$ cat config.mk
export PLATFORM = sky130hd
export DESIGN_NAME = oam_sprite_scanner
export DESIGN_NICKNAME = d
export VERILOG_FILES = /design/src/rtl/oam_sprite_scanner.sv
export SDC_FILE = /design/constraint.sdc
export NUM_CORES = 1
export LEC_CHECK = 0
export BUFFER_PORTS_ARGS = -buffer_cell sky130_fd_sc_hd__buf_2
export CORE_MARGIN = 2
export CORE_UTILIZATION = 34
export CTS_CLUSTER_DIAMETER = 150
export CTS_CLUSTER_SIZE = 25
export DETAILED_ROUTE_END_ITERATION = 8
export GPL_ROUTABILITY_DRIVEN = 1
export PLACE_DENSITY_LB_ADDON = 0.15
export SLEW_MARGIN = 40
export SYNTH_ARGS = -nofsm -noshare
export SYNTH_HDL_FRONTEND = slang
export SYNTH_SLANG_ARGS = --single-unit
$ cat constraint.sdc
create_clock -name clk -period 18.1 [get_ports clk]
set_input_delay 0 -clock clk [delete_from_list [all_inputs] [get_ports clk]]
set_output_delay 0 -clock clk [all_outputs]
set_load 0.02 [all_outputs]
$ cat src/rtl/oam_sprite_scanner.sv
// oam_sprite_scanner: per-scanline sprite evaluator on the OAM read side.
// Scans all OAM entries after a start pulse, keeps up to MAX_SPRITES entries
// that cover the requested scanline (flagging overflow beyond that), then
// streams the kept entries in OAM order over a valid/ready handshake.
// Ports:
//   clk, rst_n           clock, async active-low reset
//   start, scanline,     evaluation request; scanline/sprite_tall latched with start
//   sprite_tall
//   oam_read_addr/data   OAM read port (data belongs to the address currently issued)
//   busy, done, overflow status; done pulses once when scan and drain finish
//   out_valid/ready      selected-entry stream with out_entry, out_row, out_last
module oam_sprite_scanner #(
   parameter int unsigned NUM_ENTRIES = 64,
   parameter int unsigned MAX_SPRITES = 8
) (
   input  logic        clk,
   input  logic        rst_n,
   input  logic        start,
   input  logic [7:0]  scanline,
   input  logic        sprite_tall,
   output logic [5:0]  oam_read_addr,
   input  logic [31:0] oam_read_data,
   output logic        busy,
   output logic        done,
   output logic        overflow,
   output logic        out_valid,
   input  logic        out_ready,
   output logic [31:0] out_entry,
   output logic [3:0]  out_row,
   output logic        out_last
);

   localparam int unsigned ADDR_W = 6;
   localparam int unsigned CNT_W  = $clog2(MAX_SPRITES + 1);
   localparam int unsigned IDX_W  = (MAX_SPRITES > 1) ? $clog2(MAX_SPRITES) : 1;
   localparam logic [ADDR_W-1:0] LAST_ADDR = ADDR_W'(NUM_ENTRIES - 1);

   typedef enum logic [1:0] {IDLE, SCAN, DRAIN} state_t;

   state_t           state;
   logic [7:0]       line_q;
   logic             tall_q;
   logic [CNT_W-1:0] count;
   logic [IDX_W-1:0] rd_idx;

   logic [31:0]      buf_entry [MAX_SPRITES];
   logic [3:0]       buf_row   [MAX_SPRITES];

   // Hit test on the entry currently returned by OAM (modular row distance)
   logic [7:0]       diff_c;
   logic             hit_c;
   logic             room_c;
   logic             store_c;
   logic [CNT_W-1:0] count_nxt_c;
   logic [IDX_W-1:0] nxt_idx_c;

   always_comb begin
      diff_c      = line_q - oam_read_data[15:8];
      hit_c       = diff_c < (tall_q ? 8'd16 : 8'd8);
      room_c      = count < CNT_W'(MAX_SPRITES);
      store_c     = (state == SCAN) && hit_c && room_c;
      count_nxt_c = count + CNT_W'(store_c);
      nxt_idx_c   = rd_idx + IDX_W'(1);
   end

   // Selection buffer: data-only storage, no reset needed
   always_ff @(posedge clk) begin
      if (store_c) begin
         buf_entry[count[IDX_W-1:0]] <= oam_read_data;
         buf_row[count[IDX_W-1:0]]   <= diff_c[3:0];
      end
   end

   // Control FSM with registered outputs
   always_ff @(posedge clk or negedge rst_n) begin
      if (!rst_n) begin
         state         <= IDLE;
         line_q        <= '0;
         tall_q        <= 1'b0;
         count         <= '0;
         rd_idx        <= '0;
         oam_read_addr <= '0;
         busy          <= 1'b0;
         done          <= 1'b0;
         overflow      <= 1'b0;
         out_valid     <= 1'b0;
         out_entry     <= '0;
         out_row       <= '0;
         out_last      <= 1'b0;
      end else begin
         done <= 1'b0;
         unique case (state)
            IDLE: begin
               if (start) begin
                  line_q        <= scanline;
                  tall_q        <= sprite_tall;
                  count         <= '0;
                  overflow      <= 1'b0;
                  oam_read_addr <= '0;
                  busy          <= 1'b1;
                  state         <= SCAN;
               end
            end
            SCAN: begin
               count <= count_nxt_c;
               if (hit_c && !room_c) overflow <= 1'b1;
               oam_read_addr <= oam_read_addr + ADDR_W'(1);
               if (oam_read_addr == LAST_ADDR) begin
                  oam_read_addr <= '0;
                  if (count_nxt_c != '0) begin
                     state     <= DRAIN;
                     out_valid <= 1'b1;
                     rd_idx    <= '0;
                     out_last  <= (count_nxt_c == CNT_W'(1));
                     // A sole hit on the final entry is not in the buffer yet
                     if (count == '0) begin
                        out_entry <= oam_read_data;
                        out_row   <= diff_c[3:0];
                     end else begin
                        out_entry <= buf_entry[0];
                        out_row   <= buf_row[0];
                     end
                  end else begin
                     done  <= 1'b1;
                     busy  <= 1'b0;
                     state <= IDLE;
                  end
               end
            end
            DRAIN: begin
               // out_valid is held high for the whole of DRAIN
               if (out_ready) begin
                  if (out_last) begin
                     out_valid <= 1'b0;
                     out_last  <= 1'b0;
                     done      <= 1'b1;
                     busy      <= 1'b0;
                     state     <= IDLE;
                  end else begin
                     rd_idx    <= nxt_idx_c;
                     out_entry <= buf_entry[nxt_idx_c];
                     out_row   <= buf_row[nxt_idx_c];
                     out_last  <= (CNT_W'(nxt_idx_c) + CNT_W'(1) == count);
                  end
               end
            end
            default: state <= IDLE;
         endcase
      end
   end

endmodule

Yosys cells after proc, flatten, opt, wreduce, memory -nomap -nowiden --
Memories as Yosys holds them, arrays and structs flattened. Index checks and enable logic that the tools add are counted.
Cells by class: add/sub/neg operators 5, multiply operators 0, divide/modulo/power cells 0, $lt $le $gt $ge 2, eq/ne operators 13, shift-type cells 0, muxes and demuxes 53, bitwise gates (word level) 0, reductions and logical operators 18
Operator list (number):
- 32-bit two-way mux | 5
- 32-bit one-hot mux with 2 select lines | 1
- 4-bit two-way mux | 6
- 1-bit two-way mux | 19
- 4-bit one-hot mux with 2 select lines | 2
- 3-bit two-way mux | 4
- 6-bit two-way mux | 2
- 6-bit one-hot mux with 2 select lines | 1
- 2-bit two-way mux | 5
- 2-bit inequality test (second input constant) | 5
- 5-bit AND reduction | 2
- 8-bit by 5-bit less-than comparator with 1-bit output | 1
- 1-bit one-hot mux with 2 select lines | 4
- 4-bit AND reduction | 2
- 8-bit subtractor | 1
- 6-bit by 1-bit adder with 6-bit output (second input constant) | 1
- 6-bit equality test (second input constant) | 1
- 2-bit by 1-bit inequality test with 1-bit output (second input constant) | 3
- 2-bit one-hot mux with 3 select lines | 1
- 3-bit one-hot mux with 2 select lines | 1
- 6-bit AND reduction | 1
- 5-bit two-way mux | 1
- 3-bit by 1-bit adder with 4-bit output (second input constant) | 1
- 4-bit by 1-bit adder with 4-bit output | 1
- 16 further kinds | 20
Word-level totals: flip-flop bits (word level) 65, latch bits 0, memory bits (writable) 288, bits in read-only memories 0, input bits 45, output and inout port bits 47, logic and storage cells 106, memories 2
Memories:
- buf_entry | depth 8, bits a word 32, read ports 2, clocked after Yosys merged registers in 0, write ports 1, line 46 | logic [31:0] buf_entry [MAX_SPRITES];
- buf_row | depth 8, bits a word 4, read ports 2, clocked after Yosys merged registers in 0, write ports 1, line 47 | logic [3:0] buf_row [MAX_SPRITES];

Logic depth before layout (Yosys ltp) --
depth after elaboration 9, depth in mapped cells 23, mapped depth without buffers 21

Least setup slack after synthesis --
OpenSTA, ideal clock, no wires.
kind register to register, from register line_q[0], to memory buf_entry[2][0], enable pin, library setup time 0.532 ns, arrival time 6.116 ns, data required time 17.568 ns, setup slack 11.451 ns, cell stages (with the launch flop) 14, path buffers 0, clock period less this slack 6.649 ns, cells stage by stage dfrtp_1 > inv_1 > ha_1 > inv_1 > fa_1 > a21o_1 > a21oi_1 > xnor2_1 > ha_1 > a211oi_1 > o211ai_1 > a311oi_2 > nand3_2 > nor4b_1
Between the ends: cells in the longest elaborated chain, start to end 6
RTL lines:
- start: declaration | line 41 | logic [7:0] line_q;
- start signal: assignment | line 95 | line_q <= scanline;
- 8-bit subtractor | line 58 | diff_c = line_q - oam_read_data[15:8];
- 8-bit by 5-bit less-than comparator with 1-bit output | line 59 | hit_c = diff_c < (tall_q ? 8'd16 : 8'd8);
- 1-bit logical AND (2 in a row) | line 61 | store_c = (state == SCAN) && hit_c && room_c;
- 1-bit two-way mux | line 68 | if (store_c) begin
- 1-bit two-way mux (implied by the code) | line 69 | buf_entry[count[IDX_W-1:0]] <= oam_read_data;
- end: declaration | line 46
Every way passes these cells.

Worst setup path in the final report --
from register line_q[0], to register rd_idx[1]
Between the ends: cells in the longest elaborated chain, start to end 8
RTL lines:
- 8-bit subtractor | line 58
- 8-bit by 5-bit less-than comparator with 1-bit output | line 59
- 1-bit logical AND (2 in a row) | line 61
- 4-bit by 1-bit adder with 4-bit output | line 62 | count_nxt_c = count + CNT_W'(store_c);
- 4-bit nonzero test | line 110 | if (count_nxt_c != '0) begin
- 2-bit by 1-bit inequality test with 1-bit output (no source line)
- 5-bit AND reduction (no source line)
- end signal: assignment | line 140 | rd_idx <= nxt_idx_c;
- end: declaration | line 44 | logic [IDX_W-1:0] rd_idx;
Every way passes these cells. A chain may end at the register's enable or synchronous reset.

==> impl_metrics.csv <==
group,metric,value,unit
outcome,status,"finished, final reports clean",
floorplanning,num_io_pins,92,
synth,synth_top_area_share,59.13,%
synth,synth-seq-cells,353,
drt,drt_iter0_drc,397,
finish,utilization,39.80,%
synth,synth.distinct_cells,56,
critical_path,crit_path_start_kind,"flip-flop",
clock_tree,ctsHtreeMaxLevel,1,
synth,synth_flop_cell,"edfxtp_1",
finish,drive_gt1_share,22.43,%
synth,synth_area,0.01463,mm2
placed_design,port_buffers,91,
placed_design,gp_congestion,0.7534,
synth,syn_avg_cell_area,16.47,um2
sta,fin_crit_sh,26.66,%
clock_tree,cts_buffer_depth,3,
finish,fin_nets,1081,
synth,synthArstFlopShare,18.41,%
sta,slew_viol_final,0,
global_routing,grt_max_degree,79,
placed_design,dp_slack,13060,ps
clock_tree,postCtsResizedCells,0,
clock_tree,cts.sinks,353,
global_routing,grt_pass1_vias,8284,
sta,rsz0062_at_grt,"false",
synth,yosysSeqAreaShare,70.25,%
global_routing,overflow,0,
finish,nFillCells,3939,
critical_path,cp_slowest_cell,"buf_6",
sta,worst_pin_slew,793.2,ps
sta,fmax,207.3,MHz
drt,ant_nets,0,
clock_tree,clk_pin_slew_worst_paths,110,ps
synth,netlist_top_cells_count,"edfxtp_1 (288), nand2_1 (102), mux4_2 (72), dfrtp_1 (65), o21ai_1 (59)",
drt,drc_errors,0,
drt,via_per_inst,5.108,
floorplanning,die_w,211.4,um
floorplanning,rows,75,
drt,drtPass1Iterations,4,
sta,whs,229.9,ps
critical_path,rrSetupSlack,13280,ps
sta,setup_violations,0,
critical_path,crit_top_cell,"ha_1",
floorplanning,core-area,0.04223,mm2
power,pwr_density_cell,136.8,mW/mm2
finish,n_antenna_cell,0,
placed_design,dp_hpwl,18500,um
sta,worst_slack,13280,ps
placed_design,post_dp_cell_area,0.01577,mm2
clock_tree,cts_buffers,18,
drt,drt-total-wl,33680,um
critical_path,required,18490,ps
synth,yosysMostFrequentCell,"edfxtp_1",
critical_path,cp_cell_sequence,"inv_1 -> ha_1 -> inv_1 -> fa_1 -> a21o_1 -> a21oi_1 -> xnor2_1 -> ha_1 -> a211oi_1 -> o211ai_1 -> a311oi_2 -> nand3_2 -> nor3_1 -> ha_1 -> ha_1 -> and2_1 -> a21oi_1 -> o22a_1 -> o2111ai_4 -> buf_6 -> o21ai_0",
critical_path,cp.arrival,5220,ps
critical_path,path_class,"reg -> reg",
power,p_leak,5.952,nW
clock_tree,cts_tree,"done",
floorplanning,start_util,34.63,%
floorplanning,die_h,211.4,um
power,p_total,2.299,mW
flow_run,maxCapViolations,0,
synth,yosys_warnings,0,
drt,wire_per_inst,21.47,um
synth,netlist_instances,888,
drt,vias,8015,
global_routing,grt_pass1_wl,51630,um
min_path,hold_path_class,"in -> reg",
sta,hold_viol,0,
critical_path,slowest_delay,510,ps
finish,stdcell_area,0.01681,mm2
global_routing,antenna_found_initial,0,
critical_path,crit_family,"compound AO/OA/AOI/OAI gates",
clock_tree,clock_latency,530,ps
clock_tree,cts_root_buffer,"clkbuf_16",
power,ir_worst_vdd,86.12,uV
sta,relSlewSlack,46.77,%
synth,yosysTopAreaCell,"edfxtp_1",
floorplanning,die-area,0.04469,mm2
finish,syn_to_final_growth,14.93,%
sta,period_needed,4825,ps
synth,synth_nets,951,
critical_path,path_buf_inv,3,
critical_path,cp_max_fo,78,
synth,synth_edf_count,288,
critical_path,end_kind,"flip-flop",
finish,stdcell_count,1569,
synth,ys_top_cells_by_area,"edfxtp_1 (59%), dfrtp_1 (11%), mux4_2 (11%)",
global_routing,track_usage,15.44,%
sta,fin_skew,26.13,ps
placed_design,dp_cells,1489,
sta,tns,0,ps
[area by class of cell]
cell class / count / area, um2 / share of cell area (%)
clock buffer: 30 / 495.5 / 2.948
multi-input combinational: 471 / 4150 / 24.69
inverter: 17 / 63.81 / 0.3796
tap: 539 / 674.4 / 4.012
sequential: 353 / 10280 / 61.15
clock inverter: 2 / 46.29 / 0.2754
timing repair buffer: 157 / 1100 / 6.543
[worst min-delay path, delay by kind of cell]
kind | cells | cell delay [ps]
buffers and inverters | 2 | 610
multiplexers | 1 | 130
[cell usage in the layout, fill, tap and decap left out, types with 5 or more instances in the layout]
master	count
ha_1	15
nor2b_1	6
o21ai_0	32
clkbuf_16	18
o21ai_1	59
clkbuf_1	12
nor2_1	14
o31ai_1	5
mux2_2	10
buf_4	17
nor3_1	8
inv_1	17
buf_2	90
a21oi_1	41
dfrtp_1	64
nand2_1	102
nand3_1	8
edfxtp_1	288
dlygate4sd3_1	47
mux4_2	72
mux2i_1	29
[routing by layer]
metal	vias to the layer above	global-route usage [%]	wire length (um)
li1	3706	-	-
met1	4162	21.07	15250
met2	109	26.72	16880
met5	-	0	0
met3	38	1.454	839
met4	0	3.740	706
[cells by family after synthesis]
logic type | count (synthesis) | synth area share (%)
xor+xnor | 8 | 0.4791
compound gates | 167 | 6.510
simple gates | 164 | 5.150
mux | 114 | 14.07
fa+ha+maj | 18 | 1.591
buf+inv | 64 | 1.942
flops | 353 | 70.25
[power by group]
group / internal, mW / total [mW] / switching (mW)
clock: 0.195 / 0.452 / 0.258
combinational: 0.323 / 0.802 / 0.479
sequential: 0.983 / 1.05 / 0.0622
[path summary, 6_finish.rpt]
path | startpoint | cells after the start | to
setup / recovery | line_q[0] | 21 | rd_idx[1]
hold / removal | scanline[7] | 3 | line_q[7]
setup reg to reg | line_q[0] | 21 | rd_idx[1]
hold reg to reg | out_entry[24] | 2 | out_entry[24]
max in group asynchronous | rst_n | 4 | rd_idx[0]
min in group asynchronous | rst_n | 4 | oam_read_addr[1]
[sequential cells by signal, summed over array words and instances, names as in the netlist]
register / flops
state: 2
buf_row: 32
out_row: 4
count: 4
rd_idx: 3
out_valid: 1
done: 1
line_q: 8
tall_q: 1
buf_entry: 256
out_last: 1
out_entry: 32
oam_read_addr: 6
overflow: 1
busy: 1
[what timing repair did]
item	CTS	global route
setup buffers	0	0
hold buffers	48	0
endpoints found under the hold margin	320	0
(Power assumes the default switching activity.)
